--- src/rtl/mct_pkg.sv ---
// -----------------------------------------------------------------------------
// mct_pkg
// Shared definitions for the multi-channel toggler.
//   CNT_WIDTH_DEF : default width of the period and counter registers
//   period_t      : half-period type at the default width
//   period_fits() : checks that a reset half-period fits in a given width
// -----------------------------------------------------------------------------
package mct_pkg;

   localparam int CNT_WIDTH_DEF = 16;

   typedef logic [CNT_WIDTH_DEF-1:0] period_t;

   // True when 'period' can be held in an unsigned register of 'width' bits.
   function automatic bit period_fits(input int unsigned period, input int unsigned width);
      if (width >= 32) begin
         return 1'b1;
      end
      return period < (32'd1 << width);
   endfunction

endpackage : mct_pkg

--- src/rtl/toggle_channel.sv ---
// -----------------------------------------------------------------------------
// toggle_channel
// One square-wave channel: counter, active half-period, shadow (pending)
// half-period and the toggle/flip output registers.
// Ports:
//   clk        in  rising-edge clock
//   rst        in  asynchronous active-low reset
//   clr        in  synchronous clear of counter and toggle
//   en         in  run enable for this channel
//   wr_stb     in  decoded period write strobe for this channel
//   wr_period  in  new half-period in clk cycles
//   toggle     out square-wave output
//   flip       out one-cycle strobe, high in the cycle toggle changes
// -----------------------------------------------------------------------------
module toggle_channel
   import mct_pkg::*;
#(
   parameter int CNT_WIDTH      = CNT_WIDTH_DEF,
   parameter int DEFAULT_PERIOD = 5
) (
   input  logic                 clk,
   input  logic                 rst,
   input  logic                 clr,
   input  logic                 en,
   input  logic                 wr_stb,
   input  logic [CNT_WIDTH-1:0] wr_period,
   output logic                 toggle,
   output logic                 flip
);

   localparam logic [CNT_WIDTH-1:0] RST_PERIOD = CNT_WIDTH'(DEFAULT_PERIOD);
   localparam logic [CNT_WIDTH-1:0] ONE        = CNT_WIDTH'(1);

   logic [CNT_WIDTH-1:0] cnt_q, cnt_d;
   logic [CNT_WIDTH-1:0] active_q, active_d;
   logic [CNT_WIDTH-1:0] shadow_q, shadow_d;
   logic                 pend_q, pend_d;
   logic                 tog_q, tog_d;
   logic                 flip_q, flip_d;
   logic                 stalled;

   assign stalled = (active_q == '0);

   always_comb begin
      // NOTE: every next-state signal gets a default before any branch, so no
      // path through this block leaves a signal unassigned and no latch is inferred.
      cnt_d    = cnt_q;
      active_d = active_q;
      shadow_d = shadow_q;
      pend_d   = pend_q;
      tog_d    = tog_q;
      flip_d   = 1'b0;

      if (clr) begin
         cnt_d = '0;
         tog_d = 1'b0;
         if (pend_q) begin
            active_d = shadow_q;
            pend_d   = 1'b0;
         end
      end else if (en && stalled) begin
         cnt_d = '0;
      end else if (en) begin
         // active_q is non-zero here, so active_q - 1 cannot underflow and the
         // compare stays within CNT_WIDTH even for the all-ones period.
         if (cnt_q == active_q - ONE) begin
            cnt_d  = '0;
            tog_d  = ~tog_q;
            flip_d = 1'b1;
            if (pend_q) begin
               active_d = shadow_q;
               pend_d   = 1'b0;
            end
         end else begin
            cnt_d = cnt_q + ONE;
         end
      end

      // The write is resolved after the count rules so that a write landing on
      // a wrap becomes the next pending value, and a write with clr wins over
      // the shadow load.
      if (wr_stb) begin
         if (clr || !en || stalled) begin
            active_d = wr_period;
            cnt_d    = '0;
            pend_d   = 1'b0;
         end else begin
            shadow_d = wr_period;
            pend_d   = 1'b1;
         end
      end
   end

   // NOTE: state registers use non-blocking assignments so every flop samples
   // the pre-edge value of its inputs regardless of statement order.
   always_ff @(posedge clk or negedge rst) begin
      if (!rst) begin
         cnt_q    <= '0;
         active_q <= RST_PERIOD;
         shadow_q <= RST_PERIOD;
         pend_q   <= 1'b0;
         tog_q    <= 1'b0;
         flip_q   <= 1'b0;
      end else begin
         cnt_q    <= cnt_d;
         active_q <= active_d;
         shadow_q <= shadow_d;
         pend_q   <= pend_d;
         tog_q    <= tog_d;
         flip_q   <= flip_d;
      end
   end

   assign toggle = tog_q;
   assign flip   = flip_q;

endmodule : toggle_channel

--- src/rtl/multi_channel_toggler.sv ---
// -----------------------------------------------------------------------------
// multi_channel_toggler
// NUM_CH independent square-wave channels with programmable half-periods.
// Ports:
//   clk        in  rising-edge clock
//   rst        in  asynchronous active-low reset
//   clr        in  synchronous clear of all channel counters and toggles
//   ch_en      in  per-channel run enable
//   wr_en      in  period write strobe
//   wr_ch      in  channel index for the write (out-of-range index is ignored)
//   wr_period  in  new half-period in clk cycles
//   toggle     out square-wave outputs
//   flip       out one-cycle strobes, high when the matching toggle changes
// -----------------------------------------------------------------------------
module multi_channel_toggler
   import mct_pkg::*;
#(
   parameter  int NUM_CH         = 4,
   parameter  int CNT_WIDTH      = CNT_WIDTH_DEF,
   parameter  int DEFAULT_PERIOD = 5,
   localparam int CH_IDX_W       = ($clog2(NUM_CH) > 0) ? $clog2(NUM_CH) : 1
) (
   input  logic                 clk,
   input  logic                 rst,
   input  logic                 clr,
   input  logic [NUM_CH-1:0]    ch_en,
   input  logic                 wr_en,
   input  logic [CH_IDX_W-1:0]  wr_ch,
   input  logic [CNT_WIDTH-1:0] wr_period,
   output logic [NUM_CH-1:0]    toggle,
   output logic [NUM_CH-1:0]    flip
);

   if (!period_fits(DEFAULT_PERIOD, CNT_WIDTH)) begin : g_bad_default
      $error("DEFAULT_PERIOD does not fit in CNT_WIDTH bits");
   end

   logic [NUM_CH-1:0] wr_stb;

   for (genvar i = 0; i < NUM_CH; i++) begin : g_ch
      // An index >= NUM_CH matches no channel, so such writes are dropped.
      assign wr_stb[i] = wr_en && (wr_ch == CH_IDX_W'(i));

      toggle_channel #(
         .CNT_WIDTH      (CNT_WIDTH),
         .DEFAULT_PERIOD (DEFAULT_PERIOD)
      ) u_ch (
         .clk       (clk),
         .rst       (rst),
         .clr       (clr),
         .en        (ch_en[i]),
         .wr_stb    (wr_stb[i]),
         .wr_period (wr_period),
         .toggle    (toggle[i]),
         .flip      (flip[i])
      );
   end

endmodule : multi_channel_toggler

--- config.mk ---
export PLATFORM = sky130hd
export DESIGN_NAME = multi_channel_toggler
export DESIGN_NICKNAME = d
export VERILOG_FILES = /design/src/rtl/mct_pkg.sv /design/src/rtl/toggle_channel.sv /design/src/rtl/multi_channel_toggler.sv
export SDC_FILE = /design/constraint.sdc
export NUM_CORES = 1
export LEC_CHECK = 0
export ABC_AREA = 1
export CAP_MARGIN = 40
export CELL_PAD_IN_SITES_DETAIL_PLACEMENT = 0
export CELL_PAD_IN_SITES_GLOBAL_PLACEMENT = 1
export CORE_MARGIN = 4
export CORE_UTILIZATION = 50
export DETAILED_ROUTE_END_ITERATION = 12
export GPL_TIMING_DRIVEN = 1
export HOLD_SLACK_MARGIN = 0.02
export PLACE_DENSITY_LB_ADDON = 0.3
export SLEW_MARGIN = 15
export SYNTH_ARGS = -nofsm -noshare
export SYNTH_HDL_FRONTEND = slang
export SYNTH_SLANG_ARGS = --single-unit
--- constraint.sdc ---
create_clock -name clk -period 4.1 [get_ports clk]
set_input_delay 0.615 -clock clk [delete_from_list [all_inputs] [get_ports clk]]
set_output_delay 0.615 -clock clk [all_outputs]
set_load 0.01 [all_outputs]
==> metrics.yaml <==
post-route-period-util_pct: 73.7
cts_setup_buffers: 0
cts_tree: "yes"
place_congestion: 0.895
synth.ff_latch_count: 204
multiInputGateArea_um2: 6340
clkLatencyLatePin_ns: 0.53
grt_max_degree: 101
worstHoldPathType: "primary input to asynchronous set/reset pin"
cp_cell_sequence: "inv_1 -> ha_1 -> nand2_1 -> nor2_1 -> nand4_1 -> nor3_1 -> nand3_2 -> nand2_1 -> o21ai_4 -> nand3_2 -> or2_1 -> a21oi_1"
synth_common_cells: "nand2_1 (458), inv_1 (224), dfrtp_1 (188), nor2_1 (184), nand3_1 (170)"
cp-start-kind: "flip-flop"
dp_slack_ns: 0.983
grt_pass1_wl_um: 56300
p_per_area_nw_per_um2: 438
rrSetupSlack_ns: 1.08
tightest_slew_ns: 0.832
fmax_mhz: 331
irDropWorstVdd_uv: 352
yosysWarnings: 0
rsz0062_at_grt: "false"
regArea_um2: 5120
num_vias: 11000
drcViolationCount: 0
vias_per_cell: 5.21
leakage_uw: 0.00670
slew_headroom_pct: 44.5
antenna_found_initial: 0
dr.pass1.iters: 5
cp_data_required_time_ns: 4.53
synth_cells: 1751
yosysSeqAreaShare_pct: 40.4
diodes: 0
path_buf_inv: 1
drive_gt1_share_pct: 8.57
critPathKind: "flip-flop to flip-flop"
postCtsHoldBufs: 0
wl_per_cell_um: 16.1
finalSetupViolations: 0
first_iter_violations: 861
async_reset_ff_share_pct: 100
cts_resized: 0
fill_cells: 2422
die_w_um: 167
critPathMaxStageDelay_ns: 0.56
dp_hpwl_um: 25200
maxSlewViolCount: 0
start_util_pct: 50.7
synth_simple_gate_area_share_pct: 34.3
fp.coreArea_um2: 25000
fin_skew_ns: 0.0134
finalSetupTns_ns: 0
crit_fanout: 18
area_growth_pct: 10.9
die_area_um2: 28000
ioPinCount: 34
min_period_ns: 3.02
worst_slack_ns: 1.08
row_count: 58
synth-xor-area-share_pct: 6.21
cts_made_buffers: 24
synth_cell_types: 54
ctsHtreeMaxLevel: 1
cap_violations: 0
grt_use_total_pct: 24.3
cts.sinks: 204
synth-main-ff-cell: "dfrtp_1"
grt-ovfl-total: 0
synth_compound_area_share_pct: 8.61
synth_edf_count: 0
grt_pass1_vias: 10700
ant_nets: 0
cts-root-buf: "clkbuf_16"
syn_avg_cell_area_um2: 7.24
synth_most_common_cell: "nand2_1"
cp_top_family: "simple AND/OR/NAND/NOR gates"
port_buffers: 33
syn_area_um2: 12700
synth_nets: 1785
yosysTopAreaCellShare_pct: 37.1
nets: 1803
crit_arrival_ns: 3.46
die_y_um: 167
end_kind: "flip-flop"
clk_pin_slew_worst_paths_ns: 0.06
synth_area_leader_cell: "dfrtp_1"
cts_max_path_buffers: 3
totalWireLength_um: 34000
synth_top_family_by_area: "simple AND/OR/NAND/NOR gates"
crit_slowest_cell: "dfstp_2"
muxShareOfSynthArea_pct: 0.0789
yosys-top-cells-area: "dfrtp_1 (37%), nand2_1 (14%), nand3_1 (6.7%)"
outcome: "finished, final reports clean"
finalHoldViolCount: 0
synth_fa_ha_area_share_pct: 0.789
final_util_pct: 56.2
[worst paths after layout]
| path | from | endpoint | cells after the start |
|---|---|---|---|
| max in group asynchronous | rst | g_ch[3].u_ch.shadow_q[2] | 4 |
| worst max-delay path | g_ch[0].u_ch.active_q[0] | g_ch[0].u_ch.cnt_q[14] | 12 |
| worst max register to register | g_ch[0].u_ch.active_q[0] | g_ch[0].u_ch.cnt_q[14] | 12 |
| worst min-delay path | rst | g_ch[3].u_ch.cnt_q[2] | 2 |
| worst min register to register | g_ch[1].u_ch.toggle | g_ch[1].u_ch.toggle | 1 |
| min in group clk | g_ch[1].u_ch.toggle | g_ch[1].u_ch.toggle | 1 |
[cell families after synthesis]
group | after synthesis
simple gates | 953
buf+inv | 293
flops | 204
compound gates | 202
xor+xnor | 90
fa+ha+maj | 8
mux | 1
[layer usage]
metal / vias to the layer above / track usage (%) / part of all wire [%]
li1: 5605 / - / -
met1: 5159 / 34.4 / 47
met2: 217 / 39.8 / 46
met3: 53 / 3.05 / 4.4
met4: 0 / 6.39 / 2.8
met5: - / 0 / 0
[registers in the layout, indices dropped and copies added (netlist names)]
signal,cells
g_ch.u_ch.flip,4
g_ch.u_ch.cnt_q,64
g_ch.u_ch.pend_q,4
g_ch.u_ch.shadow_q,64
g_ch.u_ch.toggle,4
g_ch.u_ch.active_q,64
[power by group]
group / internal [uW] / switching [uW] / leakage, uW
Combinational: 526 / 874 / 0.00371
Sequential: 2310 / 289 / 0.00261
Clock: 1280 / 876 / 0.000382
[cells in the final DEF, fill, tap and decap left out, types with 3 or more instances in the layout]
cell type,n
o211ai_1,4
or2_2,4
dfstp_2,16
nor2_1,184
nand3b_1,16
clkdlybuf4s50_1,32
nand4_2,3
dfrtp_1,188
a31oi_1,4
ha_1,8
nand3_1,170
clkinvlp_4,3
a211oi_1,3
buf_4,9
o21ai_0,123
o21ai_1,22
nor3b_1,7
nor3_2,6
clkbuf_16,24
nand2_4,4
nor2_2,13
nor3_1,23
inv_1,224
o21bai_1,4
o31ai_1,4
xor2_1,56
clkinv_2,4
nor2_4,11
clkbuf_1,5
nand2_2,13
xnor2_1,34
a21oi_1,27
nand3_2,9
inv_2,12
nand2_1,458
clkbuf_8,5
nand4_1,15
nor4_1,8
[worst reg2reg max path: cells and delay by family (launching register included)]
kind,cells,cell delay [ns]
simple gates,8,1.33
compound gates,2,0.70
flops,1,0.56
fa+ha+maj,1,0.26
buf+inv,1,0.09
[area by class of cell]
class / count / area share, %
clock inverters: 10 / 0.845
inverters: 238 / 6.37
flip-flops and latches: 204 / 36.5
multi-input cells: 1254 / 45.1
well taps: 330 / 2.94
repair buffers: 47 / 3.48
clock buffers: 33 / 4.80
[per-stage QoR]
step	cells	hold WS, ns	cell area (um^2)	total power, uW
2_1_floorplan	1751	0.319	12700	3620
3_3_place_gp	2069	0.462	13200	3990
3_5_place_dp	2071	0.468	13200	4030
4_1_cts	2114	0.189	14000	6210
5_1_grt	2116	0.478	14100	6540
6_report	2116	0.465	14100	6150
Power figures use the tool's default switching activity.
